**config.mk**
```make
export PLATFORM = sky130hd
export DESIGN_NAME = uart_tx_arbiter
export DESIGN_NICKNAME = d
export VERILOG_FILES = /design/src/rtl/uart_pkg.sv /design/src/rtl/rr_priority_pick.sv /design/src/rtl/uart_tx_arbiter.sv
export SDC_FILE = /design/constraint.sdc
export NUM_CORES = 1
export LEC_CHECK = 0
export CAP_MARGIN = 15
export CORE_MARGIN = 8
export CORE_UTILIZATION = 29
export CTS_BUF_LIST = sky130_fd_sc_hd__clkbuf_16
export DETAILED_ROUTE_END_ITERATION = 10
export GPL_TIMING_DRIVEN = 0
export HOLD_SLACK_MARGIN = 0.12
export PLACE_DENSITY = 0.66
export SLEW_MARGIN = 10
export SYNTH_ARGS = -nofsm -noshare
export SYNTH_HDL_FRONTEND = slang
export SYNTH_SLANG_ARGS = --single-unit
export TNS_END_PERCENT = 5
```
**constraint.sdc**
```tcl
create_clock -name clk -period 3.4 [get_ports clk]
set_input_delay 0.68 -clock clk [delete_from_list [all_inputs] [get_ports clk]]
set_output_delay 0.68 -clock clk [all_outputs]
set_load 0.02 [all_outputs]
```
**src/rtl/uart_pkg.sv**
```systemverilog
// Shared types and helpers for the UART transmit-side blocks.
package uart_pkg;

    typedef enum logic {
        ARB_IDLE  = 1'b0,
        ARB_GRANT = 1'b1
    } arb_state_t;

    // Wrapped increment of a round-robin pointer. The wrap is an explicit
    // compare so that non-power-of-2 requester counts work.
    function automatic int unsigned rr_next(input int unsigned ptr,
                                            input int unsigned num_req);
        return (ptr == num_req - 1) ? 0 : ptr + 1;
    endfunction

endpackage

```
**src/rtl/rr_priority_pick.sv**
```systemverilog
// Combinational round-robin pick: first set request bit at or after ptr,
// wrapping back to 0.
module rr_priority_pick #(
    parameter int NUM_REQ = 4,
    parameter int PTR_W   = $clog2(NUM_REQ)
) (
    input  logic [NUM_REQ-1:0] req,
    input  logic [PTR_W-1:0]   ptr,
    output logic [PTR_W-1:0]   winner,
    output logic               any_req
);

    int         idx;
    logic [PTR_W-1:0] sel;
    logic       found;

    // Walk the request vector starting at ptr; the first hit wins.
    always_comb begin
        winner  = '0;
        any_req = |req;
        found   = 1'b0;
        idx     = 0;
        sel     = '0;
        for (int k = 0; k < NUM_REQ; k++) begin
            idx = int'(ptr) + k;
            if (idx >= NUM_REQ) begin
                idx = idx - NUM_REQ;
            end
            sel = PTR_W'(idx);
            if (!found && req[sel]) begin
                winner = sel;
                found  = 1'b1;
            end
        end
    end

endmodule

```
**src/rtl/uart_tx_arbiter.sv**
```systemverilog
// Round-robin arbiter sharing one UART TX FIFO write port between several
// byte sources. A grant is locked until the owner's last byte is written or
// MAX_BURST bytes have gone through, so packets never interleave.
//
// state     | meaning
// ----------+---------------------------------------------------------
// ARB_IDLE  | no owner; pick next requester from rr_ptr (no transfer)
// ARB_GRANT | grant_id owns the FIFO write port until last/burst cap
module uart_tx_arbiter #(
    parameter int NUM_REQ   = 4,
    parameter int DATA_BITS = 8,
    parameter int MAX_BURST = 16
) (
    input  logic                          clk,
    input  logic                          reset,
    input  logic [NUM_REQ-1:0]            req_valid,
    input  logic [NUM_REQ*DATA_BITS-1:0]  req_data,
    input  logic [NUM_REQ-1:0]            req_last,
    output logic [NUM_REQ-1:0]            req_ready,
    input  logic                          tx_full,
    output logic                          wr_uart,
    output logic [DATA_BITS-1:0]          wr_data,
    output logic [$clog2(NUM_REQ)-1:0]    grant_id,
    output logic                          busy,
    output logic                          burst_cut
);

    import uart_pkg::*;

    localparam int PTR_W = $clog2(NUM_REQ);
    localparam int BC_W  = $clog2(MAX_BURST + 1);

    arb_state_t       state;
    logic [PTR_W-1:0] rr_ptr;
    logic [PTR_W-1:0] pick_idx;
    logic             any_req;
    logic [BC_W-1:0]  burst_cnt;

    logic [DATA_BITS-1:0] data_arr [NUM_REQ];

    logic in_grant;
    logic owner_valid;
    logic owner_last;
    logic xfer;
    logic cap_hit;

    for (genvar i = 0; i < NUM_REQ; i++) begin : g_unpack
        assign data_arr[i] = req_data[i*DATA_BITS +: DATA_BITS];
    end

    rr_priority_pick #(
        .NUM_REQ (NUM_REQ),
        .PTR_W   (PTR_W)
    ) u_pick (
        .req     (req_valid),
        .ptr     (rr_ptr),
        .winner  (pick_idx),
        .any_req (any_req)
    );

    // Owner-side datapath: the FIFO write and ready are combinational on
    // tx_full so a byte moves in the same cycle the FIFO has room.
    always_comb begin
        in_grant    = (state == ARB_GRANT);
        owner_valid = req_valid[grant_id];
        owner_last  = req_last[grant_id];
        xfer        = in_grant & owner_valid & ~tx_full;
        cap_hit     = (burst_cnt == BC_W'(MAX_BURST - 1));
        wr_uart     = xfer;
        burst_cut   = xfer & ~owner_last & cap_hit;
        wr_data     = in_grant ? data_arr[grant_id] : '0;
        busy        = in_grant;
        req_ready   = '0;
        if (in_grant && !tx_full) begin
            req_ready[grant_id] = 1'b1;
        end
    end

    // Grant FSM: arbitrate in IDLE, count bytes and release in GRANT.
    always_ff @(posedge clk or negedge reset) begin
        if (!reset) begin
            state     <= ARB_IDLE;
            rr_ptr    <= '0;
            burst_cnt <= '0;
            grant_id  <= '0;
        end else begin
            case (state)
                ARB_IDLE: begin
                    if (any_req) begin
                        grant_id  <= pick_idx;
                        burst_cnt <= '0;
                        state     <= ARB_GRANT;
                    end
                end
                ARB_GRANT: begin
                    if (xfer) begin
                        if (owner_last || cap_hit) begin
                            state  <= ARB_IDLE;
                            rr_ptr <= PTR_W'(rr_next(32'(grant_id), NUM_REQ));
                        end else begin
                            burst_cnt <= burst_cnt + 1'b1;
                        end
                    end
                end
                default: state <= ARB_IDLE;
            endcase
        end
    end

endmodule

```
### Word-level counts from Yosys, hierarchy flattened

Index checks and enable logic that the tools add are counted.

* output and inout port bits: 17
* input bits: 43
* word-level logic and storage cells: 90
* register bits: 10

* bitwise gates (word level): 8
* mux-type cells: 39
* $lt $le $gt $ge: 11
* eq/ne operators: 5
* $add $sub $neg: 9
* reduce and logical (&&, ||, !) cells: 14

Operators with widths (number)
* 8-bit two-way mux: 3
* 2-bit two-way mux: 9
* 8-bit binary-select mux with 2-bit select: 1
* 2-bit by 3-bit less-than comparator with 1-bit output (second input constant): 5
* 5-bit two-way mux: 3
* 1-bit two-way mux: 13
* 1-bit binary-select mux with 2-bit select: 6
* 3-bit >= comparator (second input constant): 4
* 5-bit one-hot mux with 2 select lines: 1
* 2-bit by 1-bit subtractor with 2-bit output (second input constant): 4
* 2-bit by 2-bit adder with 3-bit output (second input constant): 2
* 2-bit != test (second input constant): 3
* 3-bit AND reduction: 2
* 5-bit by 1-bit adder with 5-bit output (second input constant): 1
* 5-bit by 4-bit equality test with 1-bit output (second input constant): 1
* 1-bit logical AND: 5
* 1-bit bitwise AND: 4
* 1-bit zero test: 4
* 4-bit two-way mux: 1
* 4-bit OR reduction: 1
* 2-bit by 1-bit adder with 3-bit output (second input constant): 1
* 2-bit by 3-bit >= comparator with 1-bit output (second input constant): 1
* 1-bit NOT: 3
* 2-bit NOT with 3-bit output: 1
* 7 further kinds: 7

### Longest topological paths before layout

* word-level depth: 14
* depth in mapped cells: 6
* depth with buffers taken out: 6

### By module

A second synthesis with hierarchy kept.

* cell total of the unflattened synthesis: 97
* area, all modules: 992.2 um^2

Modules (own cells, without submodules)
* uart_tx_arbiter: cells each 82, area an instance 914.6 um^2, times used 1, seq. area each 250.2 um^2
* rr_priority_pick: cells each 15, area an instance 77.6 um^2, times used 1, seq. area each 0.0 um^2

### Worst setup path after synthesis

OpenSTA, ideal clock, no wires.

* kind: input -> output
* start: in req_last[3]
* end: out burst_cut
* arrival: 1.744 ns
* buffers on the path: 0
* data required time: 2.720 ns
* setup slack: 0.976 ns
* stages: 2
* cells stage by stage: mux4_2 nor3b_1

* longest elaborated chain between the ends: 5

Ends and longest elaborated chain
* from (decl): line uart_tx_arbiter.sv:18 `input logic [NUM_REQ-1:0] req_last,`
* 1-bit binary-select mux with 2-bit select: line uart_tx_arbiter.sv:66 `owner_last = req_last[grant_id];`
* 1-bit two-way mux (not written as such): line uart_tx_arbiter.sv:66
* 1-bit NOT: line uart_tx_arbiter.sv:70 `burst_cut = xfer & ~owner_last & cap_hit;`
* 1-bit bitwise AND (2 in a row): line uart_tx_arbiter.sv:70
* to (decl): line uart_tx_arbiter.sv:25 `output logic burst_cut`

No other way between the ends. The select of a mux whose other input is x is not followed.

### Worst setup path in the final report

* start: in req_valid[3]
* end: out burst_cut

* longest elaborated chain between the ends: 6

Ends and longest elaborated chain
* from (decl): line uart_tx_arbiter.sv:16 `input logic [NUM_REQ-1:0] req_valid,`
* 1-bit binary-select mux with 2-bit select: line uart_tx_arbiter.sv:65 `owner_valid = req_valid[grant_id];`
* 1-bit two-way mux (not written as such): line uart_tx_arbiter.sv:65
* 1-bit bitwise AND (2 in a row): line uart_tx_arbiter.sv:67 `xfer = in_grant & owner_valid & ~tx_full;`
* 1-bit bitwise AND (2 in a row): line uart_tx_arbiter.sv:70

No other way between the ends. The select of a mux whose other input is x is not followed.

==> metrics.cfg <==
[status]
run_status=finished, final reports clean

[final_layout]
final_nets=196
drive_above_1_share_pct=13.7
nFillCells=299
num_antenna_cells=0
design_area_um2=1660
area_growth_pct=77.4

[sta]
rsz0062_at_grt=no
min_period_over_period_pct=93.6
whs_ns=0.489
max_slew_margin_pct=69.4
skew_ns=0.00169
setup_violations=0
hold_violations=0
worst_pin_slew_ns=0.447
slew_viol_final=0
period_minus_slack_ns=3.18
setup-tns-final_ns=0
max_freq_ghz=0.314
setup_ws_ns=0.217

[critical_path]
endpoint=burst_cut
r2r-end=burst_cnt[2]
reg2reg_slack_ns=1.43
endpoint_kind=primary output
critical_path_required_ns=2.72
crit_start=req_valid[3]
criticalPathCategory=in -> out
cp.arrival_ns=2.50
rr_worst_depth=4
cp-start-kind=primary input
cp_max_fo=5
reg2reg_from=grant_id[0]

[yosys]
syn_area_um2=936
synth.distinct_cells=28
synth_nets=132
ys.flop_type=dfrtp_1
yosysTopAreaCellShare_pct=26.7
synth_top_area_cell=dfrtp_1
synth_seq_area_share_pct=26.7
ys_top_cells_by_count=and2_1 (12), dfrtp_1 (10), mux4_2 (10)
yosys_warnings=0
synth-edff-count=0
syn_inst=83
synth-seq-cells=10
synth_area_leaders=dfrtp_1 (27%), mux4_2 (24%), and2_1 (8.0%)
avgSynthCellArea_um2=11.3
async_flop_share_pct=100
synth.most_common_cell=and2_1

[drt]
viasPerCell=4.80
drt_iter0_markers=29
ant_nets=0
routed_wl_mm=3.06
routedWlPerCell_um=16.1
drc_errors=0
dr.pass1.iters=4
via_count=912

[floorplan]
die_w_um=72.8
fp-row-count=20
io_pins=60
start_util_pct=30.7
die_height_um=72.8
die_area_um2=5300
core_area_um2=3050

[grt]
grt_pass1_vias=983
overflow=0
grt_max_degree=11
grt_antenna_before_repair=0
gr-usage-all-layers_pct=11.9
grt_pass1_wl_mm=4.97

[pwr]
combPwrFrac_pct=64.5
ir_drop_uv=418
p_sw_share_pct=38.1
p_sw_uw=444
clkPwrFrac_pct=17.4
p_int_uw=722
leakagePower_uw=0.000655
seq_power_share_pct=18.1
power_density_nw_per_um2=703

[placed_design]
place_congestion=0.776
placed_area_um2=1580
portBuffers=59
dp_hpwl_mm=2.66
dp_worst_setup_slack_ns=0.239

[cts]
cts_setup_buffers=0
numClockSinks=10
clockBufferDepth=2
cts_hold_buffers=0
insertion_delay_ns=0.23
htreeDepth=1
cts_buffers=3
root_buffer=clkbuf_16
clk_pin_slew_ns=0.04
cts_tree=built
ctsResizeCount=0

[min_path]
holdCritPathClass=reg -> reg
hp-start=burst_cnt[4]

[job]
drv_cap=0

-- layer usage --
metal | vias to the layer above | wire, µm | GRT usage (%)
met3 | 0 | 256 | 3.71
met4 | 0 | 0 | 0.667
met1 | 437 | 1400 | 14.3
li1 | 433 | - | -
met5 | - | 0 | 0
met2 | 42 | 1400 | 21.0
-- layout by cell type (no fill, tap or decap) --
cell type / synthesis / final
clkdlybuf4s50_1: 0 / 59
and2_1: 12 / 12
mux4_2: 10 / 10
dfrtp_1: 10 / 10
inv_1: 6 / 6
ha_1: 6 / 6
nor2_1: 5 / 5
o2bb2ai_1: 4 / 4
nor3b_1: 3 / 3
clkbuf_16: 0 / 3
nor2b_1: 2 / 2
buf_2: 2 / 2
nand2_1: 2 / 2
a21oi_1: 2 / 2
a21o_1: 2 / 2
mux2_2: 2 / 2
mux2i_1: 2 / 2
and3_1: 1 / 1
clkbuf_1: 1 / 1
o21ai_2: 1 / 1
nand4bb_4: 1 / 1
nand2b_1: 1 / 1
a221o_1: 1 / 1
nand3_1: 1 / 1
xor2_1: 1 / 1
nor2_2: 1 / 1
mux2_1: 1 / 1
a2111oi_0: 1 / 1
or3_1: 1 / 1
o21ai_0: 1 / 1
clkinv_1: 0 / 1
-- cells by family after synthesis --
kind of cell             after synthesis  synth area share (%)
XOR/XNOR                               1                 0.936
flip-flops                            10                  26.7
buffers and inverters                  9                  3.88
AND/OR/NAND/NOR                       30                  20.7
AO/OA/AOI/OAI                         12                  9.89
multiplexers                          15                  29.8
adder cells (fa/ha/maj)                6                  8.02
-- power by group through the flow --
stage               sequential (µW)  clock (µW)  combinational (µW)
detailed placement              214           0                 765
CTS                             212         209                 767
global route                    224         215                 819
global placement                212           0                 754
finish                          211         203                 752
floorplan                       221           0                 454
-- through the flow --
| step | cells | util (%) | total power [µW] |
|---|---|---|---|
| floorplan | 83 | - | 675 |
| global placement | 186 | 51.8 | 967 |
| detailed placement | 186 | 51.8 | 979 |
| CTS | 190 | 54.4 | 1190 |
| global route | 190 | 54.4 | 1260 |
| finish | 190 | 54.4 | 1170 |
-- state kept, by name (all words and copies together), names as in the netlist --
signal	flops
grant_id	2
rr_ptr	2
busy	1
burst_cnt	5
-- how the worst min path moves through the flow --
stage                         endpoint  depth (start not counted)  slack [ns]
after floorplan           burst_cnt[0]                          0        0.38
after global placement    burst_cnt[4]                          1        0.48
after detailed placement  burst_cnt[4]                          1        0.48
after CTS                 burst_cnt[4]                          1        0.49
after global routing      burst_cnt[4]                          1        0.53
final                     burst_cnt[4]                          1        0.49
-- final cells by class --
type	instances	area (µm²)	share of cell area, %
multi-input cells	64	649	39.1
clock inverters	1	3.75	0.226
well taps	44	55.1	3.32
repair buffers	59	591	35.6
inverters	6	22.5	1.36
clock buffers	3	75.1	4.52
flip-flops and latches	10	250	15.1
plain buffers	3	13.8	0.829
-- worst max-delay path: stages --
cell             delay (ns)
clkdlybuf4s50_1        0.54
mux4_2                 0.31
nand2_1                0.10
nor3b_1                0.22
clkdlybuf4s50_1        0.64
(Power assumes the default switching activity.)
